<file path="src/rtl/keypad_pkg.sv">
// Keypad event controller shared types.
// Key count, event record and scan FSM states.
package keypad_pkg;

    localparam int KEY_COUNT  = 12;
    localparam int KEY_CODE_W = 4;

    typedef struct packed {
        logic [KEY_CODE_W-1:0] code;
        logic                  press;
    } key_event_t;

    typedef enum logic [0:0] {
        ST_IDLE = 1'b0,
        ST_SCAN = 1'b1
    } scan_state_t;

endpackage

</file>
<file path="src/rtl/keypad_event_fifo.sv">
// Keypad event queue.
// Power-of-two depth, push accepted when full only alongside a pop.
module keypad_event_fifo
    import keypad_pkg::*;
#(
    parameter  int DEPTH = 4,
    localparam int AW    = $clog2(DEPTH),
    localparam int CW    = AW + 1
) (
    input  logic          clk_i,
    input  logic          rst_ni,
    input  logic          push_i,
    input  key_event_t    data_i,
    input  logic          pop_i,
    output key_event_t    data_o,
    output logic          full_o,
    output logic          empty_o,
    output logic [CW-1:0] count_o
);

    logic [AW-1:0] wptr_q;
    logic [AW-1:0] rptr_q;
    logic [CW-1:0] cnt_q;
    key_event_t    mem_q [DEPTH];
    logic          wr_en;
    logic          rd_en;

    assign empty_o = (cnt_q == '0);
    assign full_o  = (cnt_q == CW'(DEPTH));
    assign count_o = cnt_q;
    assign data_o  = mem_q[rptr_q];
    assign rd_en   = pop_i && !empty_o;
    assign wr_en   = push_i && (!full_o || rd_en);

    // Pointer and occupancy bookkeeping.
    always_ff @(posedge clk_i or negedge rst_ni) begin
        if (!rst_ni) begin
            wptr_q <= '0;
            rptr_q <= '0;
            cnt_q  <= '0;
        end else begin
            if (wr_en) wptr_q <= wptr_q + 1'b1;
            if (rd_en) rptr_q <= rptr_q + 1'b1;
            if (wr_en && !rd_en) cnt_q <= cnt_q + 1'b1;
            else if (rd_en && !wr_en) cnt_q <= cnt_q - 1'b1;
        end
    end

    // Storage, cleared so the head reads zero out of reset.
    always_ff @(posedge clk_i or negedge rst_ni) begin
        if (!rst_ni) begin
            for (int i = 0; i < DEPTH; i++) mem_q[i] <= '0;
        end else if (wr_en) begin
            mem_q[wptr_q] <= data_i;
        end
    end

endmodule

</file>
<file path="src/rtl/keypad_event_ctrl.sv">
// Keypad debouncer and press/release event generator.
// Tick divider, per-key debounce, scan FSM feeding the event FIFO.
module keypad_event_ctrl
    import keypad_pkg::*;
#(
    parameter int DIVIDER      = 8192,
    parameter int COUNTER_BITS = 13,
    parameter int DEBOUNCE     = 3,
    parameter int FIFO_DEPTH   = 4
) (
    input  logic                  clk_3p33MHz,
    input  logic                  reset_n,
    input  logic [KEY_COUNT-1:0]  keypad_button,
    output logic                  event_valid,
    input  logic                  event_ready,
    output logic [KEY_CODE_W-1:0] event_code,
    output logic                  event_press,
    output logic [2:0]            event_count,
    output logic                  overflow,
    input  logic                  overflow_clr
);

    localparam int CW = $clog2(FIFO_DEPTH) + 1;

    logic [COUNTER_BITS-1:0]     div_q;
    logic                        tick;
    logic [KEY_COUNT-1:0]        state_q, state_d;
    logic [KEY_COUNT-1:0]        pend_q, pend_d;
    logic [KEY_COUNT-1:0][2:0]   dcnt_q, dcnt_d;
    scan_state_t                 st_q, st_d;
    logic [KEY_CODE_W-1:0]       idx_q, idx_d;
    logic                        ovf_q, ovf_d;
    logic                        push, pop, drop;
    logic                        full, empty;
    logic [CW-1:0]               fifo_cnt;
    key_event_t                  push_ev, head;

    assign tick = (div_q == COUNTER_BITS'(DIVIDER - 1));

    // Free-running sample tick divider.
    always_ff @(posedge clk_3p33MHz or negedge reset_n) begin
        if (!reset_n) div_q <= '0;
        else if (tick) div_q <= '0;
        else div_q <= div_q + 1'b1;
    end

    assign push         = (st_q == ST_SCAN) && pend_q[idx_q];
    assign pop          = event_valid && event_ready;
    assign drop         = push && full && !pop;
    assign push_ev.code  = idx_q;
    assign push_ev.press = state_q[idx_q];

    // Debounce counters, debounced levels and pending-change flags.
    always_comb begin
        state_d = state_q;
        pend_d  = pend_q;
        dcnt_d  = dcnt_q;
        if (push) pend_d[idx_q] = 1'b0;
        if (tick) begin
            for (int i = 0; i < KEY_COUNT; i++) begin
                if (keypad_button[i] != state_q[i]) begin
                    if (dcnt_q[i] == 3'(DEBOUNCE - 1)) begin
                        state_d[i] = ~state_q[i];
                        dcnt_d[i]  = '0;
                        pend_d[i]  = 1'b1;
                    end else begin
                        dcnt_d[i] = dcnt_q[i] + 1'b1;
                    end
                end else begin
                    dcnt_d[i] = '0;
                end
            end
        end
    end

    // Scan FSM walks every key once after each tick.
    always_comb begin
        st_d  = st_q;
        idx_d = idx_q;
        unique case (1'b1)
            (st_q == ST_IDLE): begin
                if (tick) begin
                    st_d  = ST_SCAN;
                    idx_d = '0;
                end
            end
            (st_q == ST_SCAN): begin
                if (idx_q == KEY_CODE_W'(KEY_COUNT - 1)) begin
                    st_d  = ST_IDLE;
                    idx_d = '0;
                end else begin
                    idx_d = idx_q + 1'b1;
                end
            end
            default: begin
                st_d  = ST_IDLE;
                idx_d = '0;
            end
        endcase
    end

    // Sticky overflow, a drop outranks the clear.
    always_comb begin
        ovf_d = ovf_q;
        if (drop) ovf_d = 1'b1;
        else if (overflow_clr) ovf_d = 1'b0;
    end

    // Key, scan and overflow state registers.
    always_ff @(posedge clk_3p33MHz or negedge reset_n) begin
        if (!reset_n) begin
            state_q <= '0;
            pend_q  <= '0;
            dcnt_q  <= '0;
            st_q    <= ST_IDLE;
            idx_q   <= '0;
            ovf_q   <= 1'b0;
        end else begin
            state_q <= state_d;
            pend_q  <= pend_d;
            dcnt_q  <= dcnt_d;
            st_q    <= st_d;
            idx_q   <= idx_d;
            ovf_q   <= ovf_d;
        end
    end

    keypad_event_fifo #(
        .DEPTH (FIFO_DEPTH)
    ) u_fifo (
        .clk_i   (clk_3p33MHz),
        .rst_ni  (reset_n),
        .push_i  (push),
        .data_i  (push_ev),
        .pop_i   (pop),
        .data_o  (head),
        .full_o  (full),
        .empty_o (empty),
        .count_o (fifo_cnt)
    );

    assign event_valid = !empty;
    assign event_code  = head.code;
    assign event_press = head.press;
    assign event_count = 3'(fifo_cnt);
    assign overflow    = ovf_q;

endmodule

</file>
<file path="config.mk">
export PLATFORM = sky130hd
export DESIGN_NAME = keypad_event_ctrl
export DESIGN_NICKNAME = d
export VERILOG_FILES = /design/src/rtl/keypad_pkg.sv /design/src/rtl/keypad_event_fifo.sv /design/src/rtl/keypad_event_ctrl.sv
export SDC_FILE = /design/constraint.sdc
export NUM_CORES = 1
export LEC_CHECK = 0
export CORE_ASPECT_RATIO = 2
export CORE_MARGIN = 8
export CORE_UTILIZATION = 30
export DETAILED_ROUTE_END_ITERATION = 10
export MAX_ROUTING_LAYER = met4
export PLACE_DENSITY_LB_ADDON = 0.08
export RECOVER_POWER = 25
export SLEW_MARGIN = 20
export SYNTH_ARGS = -nofsm -noshare
export SYNTH_HDL_FRONTEND = slang
export SYNTH_SLANG_ARGS = --single-unit
</file>
<file path="constraint.sdc">
create_clock -name clk_3p33MHz -period 3.93 [get_ports clk_3p33MHz]
set_clock_uncertainty 0.15 [all_clocks]
set_input_delay 0.786 -clock clk_3p33MHz [delete_from_list [all_inputs] [get_ports clk_3p33MHz]]
set_output_delay 0.786 -clock clk_3p33MHz [all_outputs]
set_load 0.02 [all_outputs]
</file>
==> impl_metrics.toml <==
[power]
ir_drop_v = 0.000175
p_seq_share_pct = 52.3
combPwrFrac_pct = 9.4
internal-power_mw = 1.67
leakagePower_nw = 2.51
power.switching_uw = 589
p_clk_share_pct = 38.3
p_per_area_nw_per_um2 = 379
p_sw_share_pct = 26.1

[run]
cap_violations = 1

[logic_synthesis]
async_reset_ff_share_pct = 100
syn_area_um2 = 5210
synth_nets = 517
syn_avg_cell_area_um2 = 10.6
synth_ff_type = "dfrtp_1"
ys_seq_area_share_pct = 50.9
yosys_register_bits = 106
synth_edf_count = 0
ys_warn_count = 0
yosys.area.top_type = "dfrtp_1"
synth_area_leaders = "dfrtp_1 (51%), mux2_2 (4.8%), xnor2_1 (4.7%)"
synth_top_area_share_pct = 50.9
netlist_instances = 490
synth_cell_types = 46

[critical_path]
critPathBufInv = 1
rrSetupSlack_ns = 0.73
worst-path-max-fanout = 16
critPathKind = "flip-flop to flip-flop"
cp-start-kind = "flip-flop"
critPathMaxStageDelay_ns = 0.73
cpMaxStageDelayCell = "dfrtp_1"
worst-r2r-cell-count = 10
cp_common_cell = "xor2_1"
cp_data_required_time_ns = 4.05
cp.depth = 10
crit_path_end = "u_fifo.count_o[2]$_DFFE_PN0P_"
end_kind = "flip-flop"
reg2reg_to = "u_fifo.count_o[2]$_DFFE_PN0P_"
cp_top_family = "simple AND/OR/NAND/NOR gates"
crit_arrival_ns = 3.32
reg2reg_from = "idx_q[1]$_DFFE_PN0P_"
crit_chain = "mux4_2 > and3_1 > a21oi_2 > nor3_1 > ha_1 > inv_1 > fa_1 > xor2_1 > nor2_1 > xor2_1"
worstSetupStartpoint = "idx_q[1]$_DFFE_PN0P_"

[sta]
max_clock_freq_mhz = 312
maxSlewHeadroom_pct = -69.1
setup_viol = 0
min_period_ns = 3.20
worst_pin_slew_ns = 2.54
hold_violations = 0
drv_slew = 45
period_share_pct = 81.5
tns_ns = 0
rsz0062_at_grt = "false"

[final_layout]
fin_area_um2 = 5970
final_layout_size_suffix_gt1_share_pct = 11.6
area_growth_syn_to_layout_pct = 14.7
nNetsFinal = 539
diodes = 0
final_cell_mix = "dfrtp_1 (106), nand2_1 (53), o21ai_0 (41)"
final_common_cell = "dfrtp_1"

[clock_tree]
holdBufCountCts = 0
clock_latency_ns = 0.35
cts.sinks = 106
root_buffer = "clkbuf_16"
cts_buffers = 9
cts_max_level = 3
clockBufferDepth = 2
ctsResizeCount = 0
cts_setup_buffers = 0
path_clk_slew_ns = 0.08
cts_tree = "done"

[global_routing]
grt_use_total_pct = 11.2
grt_pass1_wl_um = 19100
grt_pass1_vias = 3630
grt_max_degree = 63
gr-total-overflow = 0
antenna_found_initial = 0

[routing]
drcViolationCount = 0
drt_iter0_markers = 110
wl_met1_um = 5210
route.met3.wl_um = 235
ant_nets = 0
first_pass_iters = 4
vias = 3565
via_per_inst = 4.90
met2_wirelength_um = 5420
top_layer = "met4"
routed_wl_um = 11000
wl_per_cell_um = 15.2

[place]
place_area_um2 = 5700
dp_hpwl_um = 7870
gp_congestion = 0.738
io_buffers = 25

[run_status]
status = "complete, but fails checks"
violations = "max-capacitance violations, max-slew violations"

[die]
coreArea_um2 = 17100
die_y_um = 202
ios = 26
rows = 68
die_w_um = 109
die-area_um2 = 22100
start_util_pct = 30.5

[min_path]
hp-class = "flip-flop to flip-flop"
## per-layer routing
metal,track usage (%),vias up
met1,14.3,1732
met4,4.23,0
met5,-,-
met3,1.98,11
li1,-,1794
met2,17.3,28
## power groups by stage
stage / registers (mW) / clock network [mW] / logic, mW
after floorplan: 1.19 / 0 / 0.129
after detailed placement: 1.21 / 0 / 0.217
after global routing: 1.19 / 0.943 / 0.239
after CTS: 1.19 / 0.908 / 0.219
after global placement: 1.21 / 0 / 0.217
final: 1.18 / 0.866 / 0.212
## flip-flops by register name, summed over array words and instances, names as in the netlist
name,count
dcnt_q,36
u_fifo.mem_q,20
div_q,13
pend_q,12
state_q,12
idx_q,4
u_fifo.count_o,3
u_fifo.rptr_q,2
u_fifo.wptr_q,2
overflow,1
st_q,1
## cell type report
cell class / instances / area (µm²)
Tap cell: 210 / 263
Clock inverter: 7 / 50.0
Multi-Input combinational cell: 347 / 2420
Fill cell: 1726 / 11100
Inverter: 19 / 71.3
Timing Repair Buffer: 29 / 287
Sequential cell: 106 / 2650
Clock buffer: 9 / 225
## cells in the mapped netlist, drive strengths merged, types with 3 or more instances
| cell type | number |
|---|---|
| a21o | 7 |
| a21oi | 20 |
| a31oi | 18 |
| and2 | 3 |
| and3 | 3 |
| buf | 3 |
| clkbuf | 15 |
| dfrtp | 106 |
| ha | 10 |
| inv | 19 |
| mux2 | 22 |
| mux2i | 8 |
| mux4 | 10 |
| nand2 | 53 |
| nand2b | 5 |
| nand3 | 20 |
| nand3b | 6 |
| nand4 | 4 |
| nor2 | 31 |
| nor2b | 4 |
| nor3 | 10 |
| nor4 | 5 |
| o21ai | 41 |
| o22ai | 3 |
| o31ai | 8 |
| xnor2 | 29 |
| xor2 | 9 |
## worst register-to-register path: stages (launching register included)
cell     delay (ns)
dfrtp_1        0.73
mux4_2         0.32
and3_1         0.28
a21oi_2        0.11
nor3_1         0.39
ha_1           0.27
inv_1          0.06
fa_1           0.37
xor2_1         0.17
nor2_1         0.11
xor2_1         0.15
## kinds of logic (layout without fill, tap and decap cells)
| logic type | after synthesis | after routing | share of synthesized area, % |
|---|---|---|---|
| XOR/XNOR | 38 | 38 | 6.53 |
| adder cells (fa/ha/maj) | 11 | 11 | 2.79 |
| buffers and inverters | 37 | 64 | 2.71 |
| AO/OA/AOI/OAI | 103 | 103 | 11.6 |
| multiplexers | 40 | 40 | 10.6 |
| AND/OR/NAND/NOR | 155 | 155 | 14.8 |
| flip-flops | 106 | 106 | 50.9 |
## worst min-delay path by stage
| stage | depth (start not counted) | start | slack, ns | endpoint |
|---|---|---|---|---|
| 6_report | 1 | div_q[0]$_DFF_PN0_ | 0.31 | div_q[0]$_DFF_PN0_ |
| 5_1_grt | 1 | div_q[0]$_DFF_PN0_ | 0.32 | div_q[0]$_DFF_PN0_ |
| 4_1_cts | 1 | reset_n | 0.31 | div_q[3]$_DFF_PN0_ |
| 3_5_place_dp | 2 | pend_q[4]$_DFF_PN0_ | 0.30 | pend_q[4]$_DFF_PN0_ |
| 3_3_place_gp | 1 | div_q[0]$_DFF_PN0_ | 0.30 | div_q[0]$_DFF_PN0_ |
| 2_1_floorplan | 1 | div_q[0]$_DFF_PN0_ | 0.27 | div_q[0]$_DFF_PN0_ |
## stage by stage
step                worst slack (ns)  util [%]  total power, mW  std cells  hold WS (ns)
detailed placement             0.735      33.3             1.43        711         0.305
global route                   0.488      34.9             2.38        727         0.323
global placement               0.770      33.3             1.43        711         0.297
CTS                            0.710      35.0             2.32        727         0.306
finish                         0.727      34.9             2.26        727         0.307
floorplan                       1.13         -             1.32        490         0.274
Note: power is estimated with default switching activity, not from simulation.
